--- src/rtl/dmem_arbiter.sv ---
// -----------------------------------------------------------------------------
// dmem_arbiter
//   Two-requester arbiter and sequencer in front of a single-port word data
//   memory with combinational read. Requester 0 is the core load/store unit,
//   requester 1 is the debug/test loader. Accesses are serialised through a
//   two-state FSM, so there is at most one access every two cycles. When both
//   requesters ask together they are served round-robin. Read data comes back
//   in a register, with a one-cycle valid pulse. Misaligned addresses are
//   flagged and never write the memory.
//
//   state  | meaning
//   -------+-----------------------------------------------------------------
//   IDLE   | no access in flight; requests are sampled at the rising edge
//   ACCESS | owner drives the memory; owner gnt is high; always back to IDLE
//
// Ports
//   clk, rst_n                     clock, asynchronous active-low reset
//   mX_req/we/addr/wdata           requester X access request (held to gnt)
//   mX_gnt                         one-cycle grant (the ACCESS cycle)
//   mX_rvalid/rdata/err            registered response; err qualified by rvalid
//   mem_addr/mem_wdata/mem_we      to Data_Memory Addr/Write/WE
//   mem_rdata                      from Data_Memory Read
// -----------------------------------------------------------------------------
module dmem_arbiter #(
    parameter int ADDR_W = 32,
    parameter int DATA_W = 32
) (
    input  logic              clk,
    input  logic              rst_n,

    input  logic              m0_req,
    input  logic              m0_we,
    input  logic [ADDR_W-1:0] m0_addr,
    input  logic [DATA_W-1:0] m0_wdata,
    output logic              m0_gnt,
    output logic              m0_rvalid,
    output logic [DATA_W-1:0] m0_rdata,
    output logic              m0_err,

    input  logic              m1_req,
    input  logic              m1_we,
    input  logic [ADDR_W-1:0] m1_addr,
    input  logic [DATA_W-1:0] m1_wdata,
    output logic              m1_gnt,
    output logic              m1_rvalid,
    output logic [DATA_W-1:0] m1_rdata,
    output logic              m1_err,

    output logic [ADDR_W-1:0] mem_addr,
    output logic [DATA_W-1:0] mem_wdata,
    output logic              mem_we,
    input  logic [DATA_W-1:0] mem_rdata
);

    typedef enum logic {
        ST_IDLE   = 1'b0,
        ST_ACCESS = 1'b1
    } state_t;

    state_t r_state;
    state_t w_state_nxt;
    logic   r_owner;
    logic   r_prio;
    logic   w_owner_nxt;
    logic   w_prio_nxt;

    logic              w_access;
    logic              w_own_we;
    logic [ADDR_W-1:0] w_own_addr;
    logic [DATA_W-1:0] w_own_wdata;
    logic              w_aligned;

    logic              r_m0_rvalid;
    logic [DATA_W-1:0] r_m0_rdata;
    logic              r_m0_err;
    logic              r_m1_rvalid;
    logic [DATA_W-1:0] r_m1_rdata;
    logic              r_m1_err;

    // State register
    always_ff @(posedge clk or negedge rst_n) begin
        if (!rst_n) begin
            r_state <= ST_IDLE;
            r_owner <= 1'b0;
            r_prio  <= 1'b0;
        end else begin
            r_state <= w_state_nxt;
            r_owner <= w_owner_nxt;
            r_prio  <= w_prio_nxt;
        end
    end

    // Next-state logic
    always_comb begin
        w_state_nxt = r_state;
        w_owner_nxt = r_owner;
        w_prio_nxt  = r_prio;
        case (r_state)
            ST_IDLE: begin
                if (m0_req || m1_req) begin
                    w_state_nxt = ST_ACCESS;
                    // A lone requester wins outright; a tie goes to prio.
                    w_owner_nxt = (m0_req && m1_req) ? r_prio : m1_req;
                    // The loser of this round gets the next tie.
                    w_prio_nxt  = ~w_owner_nxt;
                end
            end
            ST_ACCESS: begin
                w_state_nxt = ST_IDLE;
            end
            default: begin
                w_state_nxt = ST_IDLE;
            end
        endcase
    end

    // Output logic
    always_comb begin
        w_access    = (r_state == ST_ACCESS);
        w_own_we    = r_owner ? m1_we    : m0_we;
        w_own_addr  = r_owner ? m1_addr  : m0_addr;
        w_own_wdata = r_owner ? m1_wdata : m0_wdata;
        w_aligned   = (w_own_addr[1:0] == 2'b00);

        mem_addr    = w_own_addr;
        mem_wdata   = w_own_wdata;
        // Decoded from the async-reset state, so WE falls as soon as rst_n does.
        mem_we      = w_access & w_own_we & w_aligned;
        m0_gnt      = w_access & ~r_owner;
        m1_gnt      = w_access &  r_owner;

        m0_rvalid   = r_m0_rvalid;
        m0_rdata    = r_m0_rdata;
        m0_err      = r_m0_err;
        m1_rvalid   = r_m1_rvalid;
        m1_rdata    = r_m1_rdata;
        m1_err      = r_m1_err;
    end

    // Response capture at the end of ACCESS. rdata is the pre-write word for
    // stores because the memory read is combinational on the same address.
    always_ff @(posedge clk or negedge rst_n) begin
        if (!rst_n) begin
            r_m0_rvalid <= 1'b0;
            r_m0_rdata  <= '0;
            r_m0_err    <= 1'b0;
            r_m1_rvalid <= 1'b0;
            r_m1_rdata  <= '0;
            r_m1_err    <= 1'b0;
        end else begin
            r_m0_rvalid <= m0_gnt;
            r_m1_rvalid <= m1_gnt;
            if (m0_gnt) begin
                r_m0_rdata <= mem_rdata;
                r_m0_err   <= ~w_aligned;
            end
            if (m1_gnt) begin
                r_m1_rdata <= mem_rdata;
                r_m1_err   <= ~w_aligned;
            end
        end
    end

endmodule

--- config.mk ---
export PLATFORM = sky130hd
export DESIGN_NAME = dmem_arbiter
export DESIGN_NICKNAME = d
export VERILOG_FILES = /design/src/rtl/dmem_arbiter.sv
export SDC_FILE = /design/constraint.sdc
export NUM_CORES = 1
export LEC_CHECK = 0
export ABC_AREA = 1
export CAP_MARGIN = 5
export CORE_AREA = 3 3 116 118
export DETAILED_ROUTE_END_ITERATION = 6
export DIE_AREA = 0 0 119 121
export DONT_BUFFER_PORTS = 1
export PLACE_DENSITY = 0.53
export SYNTH_ARGS = -nofsm -noshare
export SYNTH_HDL_FRONTEND = slang
export SYNTH_SLANG_ARGS = --single-unit
--- constraint.sdc ---
create_clock -name clk -period 1.1 [get_ports clk]
set_input_delay 0.22 -clock clk [delete_from_list [all_inputs] [get_ports clk]]
set_output_delay 0.22 -clock clk [all_outputs]
set_load 0.05 [all_outputs]
* Word level (Yosys, flattened, before mapping)
Cells that the tools add are included.
** Operators by class
- Muxes and demuxes :: 6
- Bitwise gates (word level) :: 8
- Reductions and logical operators :: 4
** Operators by type and width (count)
- $mux 32 :: 2
- $and 1x1->1 :: 4
- $not 1->1 :: 4
- $mux 1 :: 3
- $logic_not 2->1 :: 1
- $pmux 1 s2 :: 1
- $reduce_and 2->1 :: 1
- $logic_and 1x1->1 :: 1
- $logic_or 1x1->1 :: 1
** Storage, ports and cells
- Logic and storage cells :: 27
- Output and inout port bits :: 135
- Bits of input ports :: 166
- Register bits :: 71

* Logic depth before layout (Yosys ltp)
- Depth after elaboration :: 3
- Gate-level depth with buffers :: 7
- Mapped depth without buffers :: 6

* Least setup slack after synthesis
Ideal clock, no wire load.
- Path kind :: reg-to-output
- Start point :: reg r_owner
- End point :: out mem_we
- Arrival time :: 1565 ps
- Required time :: 880 ps
- Cell stages (with the launch flop) :: 4
- Setup slack :: -685 ps
- Path buffers :: 0
- Cells stage by stage :: dfrtp_1 nor2_4 a21oi_1 nor2_1
** Between the ends
- Cells in the longest elaborated chain, start to end :: 3
- Elaborated cells between the ends (all ways) :: 5
- Those cells by class :: mux: 2; bitwise: 2; reduce/logical: 1
** RTL lines
- start: declaration :: line 62 : logic r_owner;
- start signal: assignment :: line 88 : r_owner <= w_owner_nxt;
- $mux 1 / $mux 32 (equally long branches) :: line 120, 121
- $and 1x1->1 / $logic_not 2->1 (equally long branches) :: line 128, 123
- $and 1x1->1 (*) :: line 128 : mem_we = w_access & w_own_we & w_aligned;
- end: declaration :: line 51 : output logic mem_we,
Every way passes the cells marked *; elsewhere a longest branch is shown, timed or not.

* Worst setup path in the final report
- Start point :: reg r_owner
- End point :: out m1_gnt
** Between the ends
- Cells in the longest elaborated chain, start to end :: 1
** RTL lines
- $and 1x1->1 :: line 130 : m1_gnt = w_access & r_owner;
- end: declaration :: line 44 : output logic m1_gnt,
No other way between the ends.

==> impl_metrics.py <==
metrics = {
    "routing": {
        "vias_per_cell": 4.772,
        "via_count": 3498,
        "post_drt_wl_per_cell_um": 19.84,
        "antenna_left": 0,
        "wirelength_um": 14540,
        "drt_iter0_drc": 212,
        "drc": 0,
        "first_pass_iters": 4,
    },
    "worst_setup_path": {
        "r2r_slack_ps": -460,
        "required_ps": 880,
        "crit_path_cell_trace": "buf_12 > nand2_8 > buf_8 > clkinvlp_4 > buf_8",
        "cp_num_cells": 5,
        "end_kind": "primary output",
        "cp_max_fo": 5,
        "cp_common_cell": "buf_8",
        "critical_path.endpoint": "m1_gnt",
        "worstSetupPathType": "flop to primary output",
        "worstPathArrival_ps": 1460,
        "timing.rr.end": "m0_rdata[23]",
        "crit_path_start_kind": "flop",
        "r2r_start": "r_owner",
        "critPathBufInv": 4,
        "startpoint": "r_owner",
        "cp_slowest_cell": "dfrtp_2",
        "reg2reg_depth": 8,
        "slowest_delay_ps": 490,
        "path_delay_family": "buffers and inverters",
    },
    "run": {
        "maxCapViolCount": 0,
    },
    "place": {
        "place_inst": 689,
        "dp_slack_ps": -257.9,
        "place.gp.congestion": 0.7573,
        "place_area_um2": 4846,
        "dpl.hpwl_um": 9682,
        "port_buffers": 0,
    },
    "synthesis": {
        "ys_seq_area_share_pct": 48.50,
        "synth_cell_types": 16,
        "synthSimpleGateAreaFrac_pct": 28.52,
        "postSynthCellCount": 482,
        "synth_top_family_by_area": "simple AND/OR/NAND/NOR gates",
        "synth_compound_area_share_pct": 12.77,
        "syn_area_per_cell_um2": 7.601,
        "synthXorXnorAreaFrac_pct": 0,
        "synth_fp_nets": 648,
        "yosysWarnings": 0,
        "synth.area.mux_share_pct": 0,
        "synth_adder_area_share_pct": 0,
        "syn_area_um2": 3664,
        "synth_seq_cells": 71,
    },
    "clock_tree": {
        "clkTransAtPathRegs_ps": 60,
        "cts_inserted_buffers": 9,
        "htree_levels": 3,
        "clockBufferDepth": 2,
        "clock-root-buffer": "clkbuf_16",
        "clock_latency_ps": 330,
        "tritoncts": "yes",
        "cts.sinks": 71,
    },
    "finish": {
        "syn_to_final_growth_pct": 75.55,
        "multi_input_area_um2": 2569,
        "seq_area_um2": 1812,
        "fillers": 1133,
        "nNetsFinal": 722,
        "diodes": 0,
        "fin_cells": 733,
        "finalInstanceArea_um2": 6431,
        "drive_gt1_share_pct": 58.65,
    },
    "timing": {
        "final.setup_skew_ps": 3.864,
        "finalWorstSetupSlack_ps": -582.3,
        "post-route-period-util_pct": 152.9,
        "setup_viol": 162,
        "slew_headroom_pct": 76.08,
        "grt_setup_unrepaired": "yes",
        "tightest_slew_ps": 355.0,
        "holdWs_ps": -410.3,
        "max_freq_mhz": 594.4,
        "fin_tns_setup_ps": -57620,
        "hold_violations": 71,
        "maxSlewViolCount": 0,
        "min_period_ps": 1682,
    },
    "power_and_ir_drop": {
        "powerDensity_nw_per_um2": 2921,
        "irDropWorstVdd_uv": 1803,
        "p_total_w": 0.01879,
        "leakage_nw": 3.137,
    },
    "floorplanning": {
        "die-width_um": 119,
        "io_pins": 301,
        "die_h_um": 121,
        "fp-row-count": 41,
        "start_util_pct": 29.15,
        "fp.dieArea_um2": 14400,
        "fp.coreArea_um2": 12570,
    },
    "grt": {
        "antenna_found_initial": 0,
        "grt_pass1_vias": 3279,
        "grt_max_degree": 72,
        "grt_usage_pct": 16.90,
        "grt_pass1_wl_um": 18870,
        "grt_overflow": 0,
    },
    "run_status": {
        "failed_checks": "negative hold slack, negative setup slack",
        "status": "finished, violations left",
    },
    "min_path": {
        "hp-class": "input port to async pin",
    },
}
-- through the flow --
step | hold slack, ps | utilization, %
floorplan | -75.59 | -
global placement | -73.87 | 38.56
detailed placement | -73.30 | 38.56
CTS | -429.9 | 43.92
global route | -437.4 | 51.17
finish | -410.3 | 51.17
-- Yosys cell counts (all sizes together) --
cell type,number,share of area (%)
nand2,268,28
dfrtp,71,48
o21ai,67,13
inv,45,4.6
buf,20,4.9
clkbuf,7,0.72
nor2,3,0.51
a21oi,1,0.14
-- registers in the layout (all words and copies together), names as in the netlist --
signal / cells
m1_rdata: 32
r_state: 1
r_prio: 1
m0_err: 1
m1_rvalid: 1
m0_rdata: 32
m1_err: 1
m0_rvalid: 1
r_owner: 1
-- cell families after synthesis --
kind of cell    Yosys count
simple gates            271
buf+inv                  72
flops                    71
compound gates           68
-- cells in the final DEF, fill, tap and decap left out, types with 3 or more instances in the layout --
master,instances
o21ai_1,19
buf_8,5
o21ai_2,45
nand2_1,128
nand2_2,28
clkinvlp_4,3
nand2_8,12
dfrtp_2,28
nor2_4,3
clkbuf_16,19
buf_6,37
o21ai_0,3
nand2_4,100
inv_1,39
buf_12,15
buf_16,5
buf_4,17
dfrtp_1,43
-- report_power, final --
group / switching, W / total, W / leakage (nW) / internal, W
clock network: 0.00114 / 0.00313 / 0.156 / 0.00199
logic: 0.00663 / 0.0101 / 2.14 / 0.00347
registers: 0.00196 / 0.00555 / 0.840 / 0.00359
-- metal layers --
layer | track usage (%) | wire length, µm
met4 | 4.852 | 278
met5 | 0 | 0
met2 | 26.00 | 7129
met1 | 21.37 | 5738
met3 | 7.739 | 1394
-- worst register-to-register path, delay by kind of cell (launching register included) --
kind                   cells  cell delay [ps]
buffers and inverters      5              750
and+or+nand+nor            2              170
AOI/OAI and AO/OA          1               50
DFF                        1              490
-- timing repair --
action	4_1_cts	5_1_grt
setup endpoints to repair	202	205
resized for setup	72	147
endpoints found under the hold margin	71	71
gates cloned	5	13
pin swaps	14	55
setup buffers	2	10
-- worst min-delay path by stage --
stage / start / to / slack [ps] / depth (start not counted)
2_1_floorplan: rst_n / m0_err / -80 / 0
3_3_place_gp: rst_n / m0_rdata[16] / -70 / 0
3_5_place_dp: rst_n / m1_rdata[16] / -70 / 0
4_1_cts: rst_n / m0_rdata[26] / -430 / 0
5_1_grt: rst_n / m0_rdata[25] / -440 / 0
6_report: rst_n / m0_rdata[10] / -410 / 0
-- layout make-up --
type | instances | share of cell area [%]
multi-input combinational | 339 | 39.94
sequential | 71 | 28.17
timing repair buffer | 89 | 20.33
clock buffer | 9 | 3.502
tap | 172 | 3.346
inverter | 45 | 3.093
clock inverter | 7 | 1.479
timing repair inverter | 1 | 0.1362
(Power assumes the default switching activity.)
